**config.mk**
```make
export PLATFORM = sky130hd
export DESIGN_NAME = serial_add_seq
export DESIGN_NICKNAME = d
export VERILOG_FILES = /design/src/rtl/serial_add_pkg.sv /design/src/rtl/serial_add_seq_op_fifo.sv /design/src/rtl/serial_add_seq.sv
export SDC_FILE = /design/constraint.sdc
export NUM_CORES = 1
export LEC_CHECK = 0
export CORE_ASPECT_RATIO = 1.4
export CORE_MARGIN = 3
export CORE_UTILIZATION = 45
export CTS_CLUSTER_DIAMETER = 200
export DETAILED_ROUTE_END_ITERATION = 10
export GPL_TIMING_DRIVEN = 0
export MAX_ROUTING_LAYER = met4
export PLACE_DENSITY = 0.73
export SLEW_MARGIN = 40
export SYNTH_ARGS = -nofsm -noshare
export SYNTH_HDL_FRONTEND = slang
export SYNTH_SLANG_ARGS = --single-unit
```
**constraint.sdc**
```tcl
create_clock -name clk -period 3.3 [get_ports clk]
set_input_delay 0.33 -clock clk [delete_from_list [all_inputs] [get_ports clk]]
set_output_delay 0.33 -clock clk [all_outputs]
set_load 0.1 [all_outputs]
```
**src/rtl/serial_add_pkg.sv**
```systemverilog
// Shared types and default sizing for the serial-adder sequencer.
// FSM state encoding lives here so sub-blocks and benches agree on it.
package serial_add_pkg;
   localparam int DEF_WIDTH = 8;
   localparam int DEF_DEPTH = 2;

   typedef enum logic [1:0] {
      IDLE,
      LOAD,
      SHIFT,
      DONE
   } state_t;
endpackage

```
**src/rtl/serial_add_seq_op_fifo.sv**
```systemverilog
// Operand-pair FIFO: stores {A,B} as one 2*WIDTH word, DEPTH entries.
// Pointers carry one extra wrap bit to tell full from empty.
module op_fifo
   import serial_add_pkg::*;
#(
   parameter int WIDTH = DEF_WIDTH,
   parameter int DEPTH = DEF_DEPTH
) (
   input  logic               clk,
   input  logic               rst,
   input  logic               i_push,
   input  logic [2*WIDTH-1:0] i_data,
   input  logic               i_pop,
   output logic [2*WIDTH-1:0] o_data,
   output logic               o_full,
   output logic               o_empty
);
   localparam int AW = $clog2(DEPTH);

   logic [2*WIDTH-1:0] r_mem [DEPTH];
   logic [AW:0]        r_wr;
   logic [AW:0]        r_rd;
   logic               w_full;
   logic               w_empty;
   logic               w_wen;

   assign w_empty = (r_wr == r_rd);
   assign w_full  = (r_wr[AW] != r_rd[AW]) &&
                    (r_wr[AW-1:0] == r_rd[AW-1:0]);
   assign w_wen   = i_push && !w_full;

   assign o_full  = w_full;
   assign o_empty = w_empty;
   assign o_data  = r_mem[r_rd[AW-1:0]];

   always_ff @(posedge clk) begin
      if (w_wen) begin
         r_mem[r_wr[AW-1:0]] <= i_data;
      end
   end

   always_ff @(posedge clk) begin
      if (rst) begin
         r_wr <= '0;
         r_rd <= '0;
      end else begin
         if (w_wen) begin
            r_wr <= r_wr + 1'b1;
         end
         if (i_pop && !w_empty) begin
            r_rd <= r_rd + 1'b1;
         end
      end
   end
endmodule

```
**src/rtl/serial_add_seq.sv**
```systemverilog
// Sequencer for an external bit-serial adder: queues operand pairs,
// drives load/shift strobes, and presents the adder's result.
module serial_add_seq
   import serial_add_pkg::*;
#(
   parameter int WIDTH = DEF_WIDTH,
   parameter int DEPTH = DEF_DEPTH
) (
   input  logic             clk,
   input  logic             rst,
   input  logic             in_valid,
   output logic             in_ready,
   input  logic [WIDTH-1:0] in_a,
   input  logic [WIDTH-1:0] in_b,
   output logic             pload,
   output logic             enable,
   output logic [WIDTH-1:0] adata,
   output logic [WIDTH-1:0] bdata,
   input  logic [WIDTH-1:0] pout,
   output logic             res_valid,
   input  logic             res_ready,
   output logic [WIDTH-1:0] res_data,
   output logic             busy
);
   localparam int CW = (WIDTH > 1) ? $clog2(WIDTH) : 1;
   localparam logic [CW-1:0] LAST = CW'(WIDTH - 1);

   state_t             r_state;
   logic [CW-1:0]      r_cnt;
   logic               r_pload;
   logic               r_enable;
   logic [WIDTH-1:0]   r_adata;
   logic [WIDTH-1:0]   r_bdata;
   logic               r_res_valid;

   logic               w_full;
   logic               w_empty;
   logic               w_push;
   logic               w_pop;
   logic [2*WIDTH-1:0] w_head;

   assign in_ready = !w_full;
   assign w_push   = in_valid && !w_full;
   assign w_pop    = (r_state == IDLE) && !w_empty;

   op_fifo #(
      .WIDTH (WIDTH),
      .DEPTH (DEPTH)
   ) u_fifo (
      .clk     (clk),
      .rst     (rst),
      .i_push  (w_push),
      .i_data  ({in_a, in_b}),
      .i_pop   (w_pop),
      .o_data  (w_head),
      .o_full  (w_full),
      .o_empty (w_empty)
   );

   assign pload     = r_pload;
   assign enable    = r_enable;
   assign adata     = r_adata;
   assign bdata     = r_bdata;
   assign res_valid = r_res_valid;
   // pout settles on the final shift edge, so pass it through live
   assign res_data  = r_res_valid ? pout : '0;
   assign busy      = (r_state != IDLE);

   always_ff @(posedge clk) begin
      if (rst) begin
         r_state     <= IDLE;
         r_cnt       <= '0;
         r_pload     <= 1'b0;
         r_enable    <= 1'b0;
         r_adata     <= '0;
         r_bdata     <= '0;
         r_res_valid <= 1'b0;
      end else begin
         unique case (r_state)
            IDLE: begin
               if (!w_empty) begin
                  r_state <= LOAD;
                  r_pload <= 1'b1;
                  r_adata <= w_head[2*WIDTH-1:WIDTH];
                  r_bdata <= w_head[WIDTH-1:0];
               end
            end
            LOAD: begin
               r_state  <= SHIFT;
               r_pload  <= 1'b0;
               r_adata  <= '0;
               r_bdata  <= '0;
               r_enable <= 1'b1;
               r_cnt    <= '0;
            end
            SHIFT: begin
               if (r_cnt == LAST) begin
                  r_state     <= DONE;
                  r_enable    <= 1'b0;
                  r_res_valid <= 1'b1;
                  r_cnt       <= '0;
               end else begin
                  r_cnt <= r_cnt + CW'(1);
               end
            end
            DONE: begin
               if (res_ready) begin
                  r_state     <= IDLE;
                  r_res_valid <= 1'b0;
               end
            end
            default: r_state <= IDLE;
         endcase
      end
   end
endmodule

```
# Yosys cells after proc, flatten, opt, wreduce, memory -nomap -nowiden
# Memories as Yosys holds them, arrays and structs flattened. A register that Yosys moved wholly into a read port is not among the register bits.
# Index checks and enable logic that the tools add are counted.
[word_totals]
register_bits = 28
ram_bits = 32
out_inout_bits = 29
memories = 1
[memory_table]
columns = ["name", "words", "width", "read_ports", "rd_clocked_by_memory_dff", "write_ports", "line", "source"]
rows = [
  ["u_fifo.r_mem", 2, 16, 1, 1, 1, "serial_add_seq_op_fifo.sv:20", "logic [2*WIDTH-1:0] r_mem [DEPTH];"],
]
[classes]
addsub = 3
n_eq_ne = 10
muxes = 22
reduce_logical = 16
[op_table]
columns = ["operator", "count"]
rows = [
  ["$pmux 8 s2", 2],
  ["$mux 8", 3],
  ["$mux 1", 8],
  ["$pmux 2 s4", 1],
  ["$reduce_bool 2->1", 4],
  ["$mux 2", 3],
  ["$ne 2x2->1 const B", 3],
  ["$pmux 1 s2", 3],
  ["$pmux 3 s2", 1],
  ["$reduce_and 3->1", 2],
  ["$logic_and 1x1->1", 5],
  ["$add 2x1->2 const B", 2],
  ["$eq 2x2->1 const B", 2],
  ["$reduce_and 2->1", 2],
  ["$add 3x1->3 const B", 1],
  ["$eq 3x3->1 const B", 1],
  ["$mux 3", 1],
  ["$eq 2x1->1 const B", 1],
  ["$eq 2x2->1", 1],
  ["$logic_not 1->1", 2],
  ["$logic_not 2->1", 1],
  ["$eq 1x1->1", 1],
  ["$ne 1x1->1", 1],
]

# Depth between registers and ports, before layout
# Gate-level depths: netlist (run 1).
[logic_depth]
word_depth = 7
depth_mapped = 8

# Hierarchy
# A second synthesis (run 1) with hierarchy kept.
[unflattened]
cells_unflattened = 217
hier_area_um2 = 2543.7
[by_module_without_submodules]
columns = ["mod", "n_inst", "cells_per_inst", "area_per_inst_um2"]
rows = [
  ["op_fifo", 1, 83, 1435.1],
  ["serial_add_seq", 1, 134, 1108.6],
]

# Worst setup path after synthesis (run 1)
# No wires, ideal clock.
[synth_timing]
kind = "register to output"
from = "reg r_res_valid, in the netlist res_valid"
to = "out res_data[0]"
arrival_time_ns = 1.902
path_slack_ns = 1.068
stages_incl_launch_ff = 2
cell_sequence = "dfxtp_1 -> and2_1"
[synth_between]
elab_chain_cells = 1
[synth_lines]
columns = ["item", "line", "source"]
rows = [
  ["start, declared", "serial_add_seq.sv:34", "logic r_res_valid;"],
  ["start signal, assigned", "serial_add_seq.sv:77", "r_res_valid <= 1'b0;"],
  ["start signal, assigned", "serial_add_seq.sv:100", "r_res_valid <= 1'b1;"],
  ["start signal, assigned", "serial_add_seq.sv:109", "r_res_valid <= 1'b0;"],
  ["$mux 8", "serial_add_seq.sv:66", "assign res_data = r_res_valid ? pout : '0;"],
  ["end, declared", "serial_add_seq.sv:22", "output logic [WIDTH-1:0] res_data,"],
]
# Every way passes these cells.

# Final worst setup path (run 1)
[layout_timing]
from = "reg r_state[0]"
to = "out busy"
[layout_between]
elab_chain_cells = 1
[layout_lines]
columns = ["item", "line", "source"]
rows = [
  ["start, declared", "serial_add_seq.sv:28", "state_t r_state;"],
  ["start signal, assigned", "serial_add_seq.sv:71", "r_state <= IDLE;"],
  ["start signal, assigned", "serial_add_seq.sv:82", "r_state <= LOAD;"],
  ["start signal, assigned", "serial_add_seq.sv:89", "r_state <= SHIFT;"],
  ["$reduce_bool 2->1", "serial_add_seq.sv:67", "assign busy = (r_state != IDLE);"],
  ["end, declared", "serial_add_seq.sv:23", "output logic busy"],
]
# Every way passes these cells.

==> results.md, run 1 <==
- Status: complete, no violations
- Final setup TNS: 0 ps
- Syn Inst Count: between 150 and 200
- Synth top area cells: edfxtp_1 38%, dfxtp_1 23%, mux2_2 7.0%
- Crit path DAT: 1810 ps
- Antenna violations before repair: 0
- CP Launch Type: register
- Max-slew violation count: 0
- Min Tclk post-route: 2140 ps
- Worst setup EP type: output pin
- Crit path buf inv count: 4
- Leak: ~1.3 nW
- CTS Buf Count: 9
- Critical Path Most Common Cell: inv_1
- Cell area after layout: about 3300 um2
- Tot GR Track Use: 0.156
- Clk Latency, worst-skew pair: 340 ps
- Part of the cycle the worst path needs: 0.648
- RSZ-0062 raised after global routing: no
- Count of input and output buffers: 55
- Most used DFF post-synth: edfxtp_1
- Clock Tree Root: clkbuf_8
- Yosys top cell area share: 0.375
- Max_cap viols: 0
- Asr flop ratio synth: 0
- Synth cell types: 29
- Fin nets: 302
- # rows: 31
- WL/cell: around 14 um
- Detailed Place HPWL: 3.40 mm
- VDD IR-drop max: roughly 610 uV
- Flops & latches, synth: about 60
- I/O pins: 57
- Clock transition at path regs: around 70 ps
- Final antenna diode count: 0
- Starting density of the core: 0.478
- Worst setup margin: ~1200 ps
- Buffer levels on the longest clock path: 2
- Die area: about 6600 um2
- Cell Area, Placed: about 3100 um2
- Synthesis warning total: 0
- PwrDens: between 900 and 1000 nW/um2
- Worst path top cell family by delay: buffers and inverters
- Die width: between 60 and 70 um
- WL final: around 4.8 mm
- Synth area leader: edfxtp_1
- Register area share after synthesis: 0.602
- Post-CTS repair timing setup buffer count: 0
- Vias in the first global route: between 1,500 and 2,000
- Vias after detailed routing: about 1,700
- CTS tree: yes
- Setup Viol. Count Final: 0
- Relative slew margins: 0.539
- Die H: ~95 um
- CP cell instances: inv_1, ha_1, clkbuf_1, inv_1, buf_2
- Place WS: 1420 ps
- Grt ovf: 0
- Via density: 5.10
- DR pass1 iterations: 4
- Synthesized Nets: ~230
- Least-Margin Pin Slew: just under 700 ps
- Kind of critical path: reg -> out
- Iteration-0 DRC Markers: 73
- Hold Vio Cnt, Final: 0
- Cell area after synthesis: ~2600 um2
- Area grow syn2layout: 28.9%
- Residual DRC: 0
- Final Skew: approximately 7.1 ps
- Fillers: 447
- Most instantiated library cell after synthesis: edfxtp_1
- Post-synth EDFFs: 32
- GP Congestion: just under 0.8
- H-tree depth: 3
- First-pass GRT wire length: 7.65 mm
- Critical path's slowest cell: buf_2
- Critical path required time: approximately 3000 ps
- Hold-fix buffers, CTS: 0
- Hold slack final: roughly 400 ps
- Syn_area_per_cell: between 10 and 15 um2
- Clk sinks: 61
- Largest net degree at the start of global routing: 13
- FMAX: 0.467 GHz
- Antenna-violating nets left: 0
- CORE AREA: about 5400 um2
- Synth top cells by count: 32 x edfxtp_1, 29 x dfxtp_1, 18 x nor2_1
- Worst-path maximum fanout: 8
- Post-cts resize count: 0
- Crit-path max cell delay: roughly 440 ps
- HP Class: in -> reg
- Layout cells sized above 1: 0.351
-- cell usage in the layout (no fill, tap or decap), types with 4 or more instances in the layout --
cell,n
edfxtp_1,32
dfxtp_1,29
a22oi_1,8
a21oi_1,8
clkbuf_8,9
a211oi_1,4
nand2_1,7
buf_2,32
nor2_1,18
ha_1,8
mux2_2,16
nor2_2,9
clkdlybuf4s50_1,26
inv_1,7
and2_1,8
a22oi_2,9
clkbuf_1,5
-- where the power goes --
group	switching, mW	total (mW)	internal, mW	leakage, nW
clock network	0.298	0.648	0.350	0.0954
registers	0.0724	1.02	0.949	0.536
logic	1.11	1.55	0.436	0.646
total	1.48	3.22	1.73	1.28
-- cells by family (layout without fill, tap and decap cells) --
| logic type | count (synthesis) | count (layout) | synth area share |
|---|---|---|---|
| AOI/OAI and AO/OA | 39 | 39 | 0.130 |
| buffers and inverters | 17 | 90 | 0.0323 |
| and+or+nand+nor | 51 | 51 | 0.0982 |
| muxes | 19 | 19 | 0.0821 |
| xor gates and xnor gates | 3 | 3 | 0.0161 |
| DFF | 61 | 61 | 0.602 |
| adders and majority gates | 8 | 8 | 0.0391 |
-- layout make-up --
class                           count  area (um2)  area share
Buffer                             10        56.3      0.0171
Clock buffer                        9         124      0.0375
Timing Repair Buffer               57         435       0.132
Multi-Input combinational cell    120         958       0.290
Clock inverter                      7        76.3      0.0231
Inverter                            7        26.3     0.00796
Sequential cell                    61        1540       0.467
Tap cell                           66        82.6      0.0250
-- through the flow --
step                      utilization  cells  power (mW)
after global placement          0.597    319        2.63
final                           0.617    337        3.22
after CTS                       0.617    337        3.25
after global routing            0.617    337        3.38
after detailed placement        0.579    321        2.59
after floorplan                     -    198        2.30
-- path summary, 6_finish.rpt --
check | startpoint | to | slack (ps) | cells after the start
worst max register to register | r_state[0] | adata[3] | 1410 | 8
worst min-delay path | rst | r_state[1] | 400 | 2
worst min register to register | r_cnt[1] | r_cnt[1] | 480 | 2
worst max-delay path | r_state[0] | busy | 1160 | 5
-- layer usage --
layer  track usage  vias to the layer above  share of wire
met5             -                        -              0
met4         0.104                        0          0.032
met3        0.0496                       13          0.065
met2         0.255                       55           0.50
met1         0.162                      797           0.40
li1              -                      854              -
-- flip-flops by register name, indices dropped and copies added, names as in the netlist, named ones only --
signal,cells
adata,8
bdata,8
enable,1
pload,1
r_cnt,3
r_state,2
res_valid,1
u_fifo.r_mem,32
u_fifo.r_rd,2
u_fifo.r_wr,2
Note: power is estimated with default switching activity, not from simulation.
==> run 2: changes to the inputs <==
- PLACE_DENSITY: 0.73 -> 0.75
- clock period: 3.3 -> 1.8 ns (I/O delays scaled with it)
==> run 2 against run 1 <==
Critical path depth down 1. Sequential cell count unchanged. Sequential share of layout area down 0.19 points. Count of clock-buffer cells in the layout up 1. Global-route usage up 1.3 points. Critical endpoint is now in_ready. Total power up 88%. Critical path type unchanged. Worst setup slack worse by 1100 ps. First-iteration DRC count up 1.4%. Hold slack worse by 130 ps. Final cell count down 1.2%. Clock skew up 4.1 ps.
==> results.md, run 2 (synthesis gave the netlist of run 1 again) <==
- Worst setup EP type: output pin
- Net Sw Frac: 0.446
- Max_cap viols: 0
- Die H: 95.2 um
- Via density: between 5 and 6
- CTS tree: yes
- Post-Layout Cell Count: approximately 330
- Fillers: between 400 and 500
- Die width: between 60 and 70 um
- Critical path required time: 1620 ps
- Tot Pwr: 6.03 mW
- Max-slew violation count: 0
- Iteration-0 DRC Markers: 74
- Setup Viol. Count Final: 0
- Post-layout util: 0.621
- HP Class: in -> reg
- Crit-path max cell delay: roughly 340 ps
- Vias in the first global route: 1,756
- H-tree depth: 3
- WL/cell: ~15 um
- Place WS: -13.9 ps
- Commonest non-fill, non-tap cell in the layout: edfxtp_1
- Comb power frac: 0.475
- P_int: 3.34 mW
- Clk Latency, worst-skew pair: roughly 340 ps
- PwrDens: 1810 nW/um2
- Worst setup margin: roughly 80 ps
- Status: complete, no violations
- Fin nets: 299
- Die area: between 6000 and 7000 um2
- Area grow syn2layout: 29.8%
- Count of input and output buffers: 55
- GP Congestion: around 0.76
- Hold Vio Cnt, Final: 0
- GR Util met2: 0.284
- Area of the multi-input gates: 987 um2
- Final Skew: roughly 11 ps
- Vias after detailed routing: about 1,700
- Cell Area, Placed: roughly 3100 um2
- Least-Margin Pin Slew: ~670 ps
- Crit path buf inv count: 2
- Antenna violations before repair: 0
- Register area: between 1500 and 2000 um2
- Detailed Place HPWL: roughly 3.3 mm
- CP cell instances: buf_2, xnor2_2, nand2_1, clkbuf_4
- Gr busiest metal: met2
- Clk network pwr share: 0.212
- Critical path's slowest cell: xnor2_2
- Tot GR Track Use: 0.169
- Part of the cycle the worst path needs: 0.956
- Crit path DAT: roughly 1500 ps
- Layout cells sized above 1: 0.393
- Final antenna diode count: 0
- Reg power frac: 0.314
- Clk sinks: between 60 and 70
- Most frequent cells in the layout: 32 x edfxtp_1, 30 x buf_2, 26 x dfxtp_1, 26 x clkdlybuf4s50_1, 18 x nor2_1
- I/O pins: 57
- VDD IR-drop max: ~1000 uV
- # rows: 31
- GR Util met1: 0.182
- Max reg flops: 32
- CTS Buf Count: 9
- Clock Tree Root: clkbuf_8
- Antenna-violating nets left: 0
- Largest net degree at the start of global routing: 17
- Cell area after layout: 3320 um2
- FMAX: 0.581 GHz
- Hold slack final: between 200 and 300 ps
- Leak: between 1 and 1.5 nW
- Placed instance count: roughly 320
- Buffer levels on the longest clock path: 2
- Kind of critical path: reg -> out
- Grt ovf: 0
- Min Tclk post-route: ~1700 ps
- CP Launch Type: register
- Switch Pwr: 2.69 mW
- Starting density of the core: 0.478
- DR pass1 iterations: 4
- Final setup TNS: 0 ps
- Met3 GRT Util: 0.0506
- Clock transition at path regs: 60 ps
- WL final: 4.87 mm
- Worst-path maximum fanout: 8
- Worst path top cell family by delay: buffers and inverters
- First-pass GRT wire length: between 8 and 9 mm
- Residual DRC: 0
- CORE AREA: between 5000 and 6000 um2
- RSZ-0062 raised after global routing: no
- Relative slew margins: 0.551
[run 2: changes by cell type in the layout (fill, tap and decap cells not counted), moves of 2 or more]
cell | previous run | this run
buf_2 | 32 | 30
buf_8 | 2 | 0
and2_1 | 8 | 0
dfxtp_2 | 0 | 3
inv_2 | 0 | 2
and2_2 | 0 | 8
clkinv_4 | 3 | 1
dfxtp_1 | 29 | 26
inv_1 | 7 | 4
clkinv_1 | 0 | 2
[run 2: cell type report]
class	count	area share
sequential	61	0.465
clock inverter	5	0.0230
inverter	7	0.00904
timing repair buffer	55	0.124
buffer	9	0.0188
clock buffer	10	0.0384
multi-input combinational	120	0.297
tap	66	0.0249
[run 2: power by group through the flow]
| stage | clock network (mW) | logic [mW] | registers [mW] |
|---|---|---|---|
| final | 1.28 | 2.86 | 1.89 |
| after global routing | 1.37 | 3.06 | 1.92 |
| after CTS | 1.30 | 2.88 | 1.89 |
| after detailed placement | 0 | 2.86 | 1.91 |
| after global placement | 0 | 2.96 | 1.91 |
| after floorplan | 0 | 1.47 | 2.80 |
[run 2: path summary, 6_finish.rpt]
check / from / endpoint / cells after the start / slack, ps
worst max-delay path: u_fifo.r_rd[0] / in_ready / 4 / 80
worst min-delay path: rst / r_state[1] / 2 / 260
worst max register to register: r_state[1] / bdata[7] / 8 / 150
worst min register to register: r_cnt[1] / r_cnt[1] / 2 / 480
[run 2: what timing repair did]
action / 4_1_cts / 5_1_grt
gates resized for setup: 3 / 2
pin swaps: 0 / 1
buffers inserted: 0 / 0
setup endpoints to repair: 3 / 6
hold buffers: 0 / 0
[run 2: per-layer routing]
metal	wire (um)	part of all wire
met5	0	0
met4	91	0.019
met3	290	0.060
met2	2460	0.51
met1	2030	0.42
==> run 3: changes to the inputs <==
- RECOVER_POWER: not set -> 100
==> run 3 against run 2 <==
Non-clock buffer count did not move. Largest cell class unchanged. Critical path type unchanged. Count of clock-buffer cells in the layout did not move. Critical endpoint unchanged. Global-route usage did not move.
==> results.md, run 3 (synthesis gave the netlist of run 1 again) <==
- Relative slew margins: 0.559
- Detailed Place HPWL: ~3.3 mm
- Iteration-0 DRC Markers: 81
- Max-slew violation count: 0
- CTS Buf Count: 9
- Post-layout util: 0.617
- FMAX: between 0.5 and 0.6 GHz
- Area grow syn2layout: 29.0%
- HP Class: in -> reg
- Min Tclk post-route: roughly 1700 ps
- Place WS: -13.9 ps
- RSZ-0062 raised after global routing: no
- Setup crit end: in_ready
- Via density: between 5 and 6
- Reg2Reg Depth: 8
- WL final: between 4 and 5 mm
- Residual DRC: 0
- Largest net degree at the start of global routing: 17
- Worst-path maximum fanout: 8
- Final Skew: a little over 10 ps
- Die H: between 90 and 100 um
- Placed instance count: around 320
- # rows: 31
- GP Congestion: approximately 0.76
- Max_cap viols: 0
- Hold Vio Cnt, Final: 0
- Critical path's slowest cell: xnor2_2
- Setup Viol. Count Final: 0
- I/O pins: 57
- Buffer levels on the longest clock path: 2
- R2r setup slk: about 130 ps
- Kind of critical path: reg -> out
- Clk sinks: between 60 and 70
- Count of input and output buffers: between 50 and 60
- Clock Tree Root: clkbuf_8
- Fin nets: between 200 and 300
- Starting density of the core: 0.478
- Most frequent cells in the layout: 32 x edfxtp_1, 27 x dfxtp_1, 27 x clkbuf_2
- Antenna violations before repair: 0
- First-pass GRT wire length: roughly 8.4 mm
- WL/cell: roughly 15 um
- Vias after detailed routing: ~1,700
- CORE AREA: around 5400 um2
- CP cell instances: buf_2, xnor2_2, nand2_1, clkbuf_4
- Final antenna diode count: 0
- Die width: about 70 um
- Levels on crit path: 4
- Worst path top cell family by delay: buffers and inverters
- Crit path DAT: approximately 1500 ps
- Clk Latency, worst-skew pair: roughly 340 ps
- CTS tree: yes
- Grt ovf: 0
- Crit-path max cell delay: about 340 ps
- Least-Margin Pin Slew: between 600 and 700 ps
- Tot GR Track Use: 0.169
- Worst setup EP type: output pin
- Antenna-violating nets left: 0
- H-tree depth: 3
- Crit path buf inv count: 2
- VDD IR-drop max: slightly above 1000 uV
- FF-to-FF End: adata[3]
- Critical path required time: 1620 ps
- Max reg flops: 32
- CP Launch Type: register
- DR pass1 iterations: 4
- Worst R2R Start: r_state[0]
- Post-Layout Cell Count: approximately 330
- Leak: between 1 and 1.5 nW
- Vias in the first global route: between 1,500 and 2,000
- Worst setup margin: 79.4 ps
- Tot Pwr: between 5 and 6 mW
- Cell area after layout: roughly 3300 um2
- Clock transition at path regs: 60 ps
- Cell Area, Placed: about 3100 um2
- PwrDens: 1810 nW/um2
- Hold-fix buffers, CTS: 0
- Post-CTS repair timing setup buffer count: 0
- Layout cells sized above 1: 0.375
- Status: complete, no violations
- Setup crit start: u_fifo.r_rd[0]
- Commonest non-fill, non-tap cell in the layout: edfxtp_1
- Die area: 6640 um2
- Part of the cycle the worst path needs: 0.956
==> run 3: cell count changes in the layout (fill, tap and decap cells not counted), moves of 3 or more <==
cell / change
clkbuf_2: +27
clkdlybuf4s50_1: -16
buf_2: -27
a22oi_2: -3
a22oi_1: +3
dlygate4sd3_1: +16
==> run 3: worst min-delay path by stage <==
stage,startpoint,end,slack (ps),depth (start not counted)
after floorplan,in_valid,u_fifo.r_wr[0],280,1
after global placement,r_cnt[1],r_cnt[1],460,2
after detailed placement,r_cnt[1],r_cnt[1],470,2
after CTS,rst,r_state[1],260,2
after global routing,rst,pload,320,2
final,rst,r_state[1],260,2
==> run 3: layout make-up <==
class                      count  area (um2)
clock buffer                  10         128
tap                           66        82.6
timing repair buffer          55         410
clock inverter                 5        76.3
buffer                         9        62.6
fill                         462        2050
sequential                    61        1540
inverter                       7        30.0
multi-input combinational    120         968
==> run 3: metal layers <==
metal | vias to the layer above | part of all wire | track usage
met5 | - | 0 | -
li1 | 841 | - | -
met4 | 0 | 0.019 | 0.0863
met1 | 797 | 0.42 | 0.182
met2 | 44 | 0.50 | 0.284
met3 | 9 | 0.056 | 0.0506
==> run 3: where the power goes <==
part	total, mW	internal, mW	leakage (nW)	switching [mW]
clock	1.28	0.765	0.101	0.512
combinational	2.80	0.800	0.619	2.00
sequential	1.89	1.74	0.537	0.148
==> run 3: repair_timing <==
| action | 4_1_cts | 5_1_grt |
|---|---|---|
| gates cloned | 0 | 0 |
| pin swaps | 0 | 1 |
| gates resized for setup | 3 | 2 |
| endpoints found under the setup margin | 3 | 6 |
| endpoints found under the hold margin | 0 | 0 |
==> run 3: metrics by stage <==
stage	setup TNS, ps	hold WS, ps
floorplan	-2900	276
global placement	-9070	460
detailed placement	-13.9	473
CTS	0	257
global route	0	316
finish	0	264
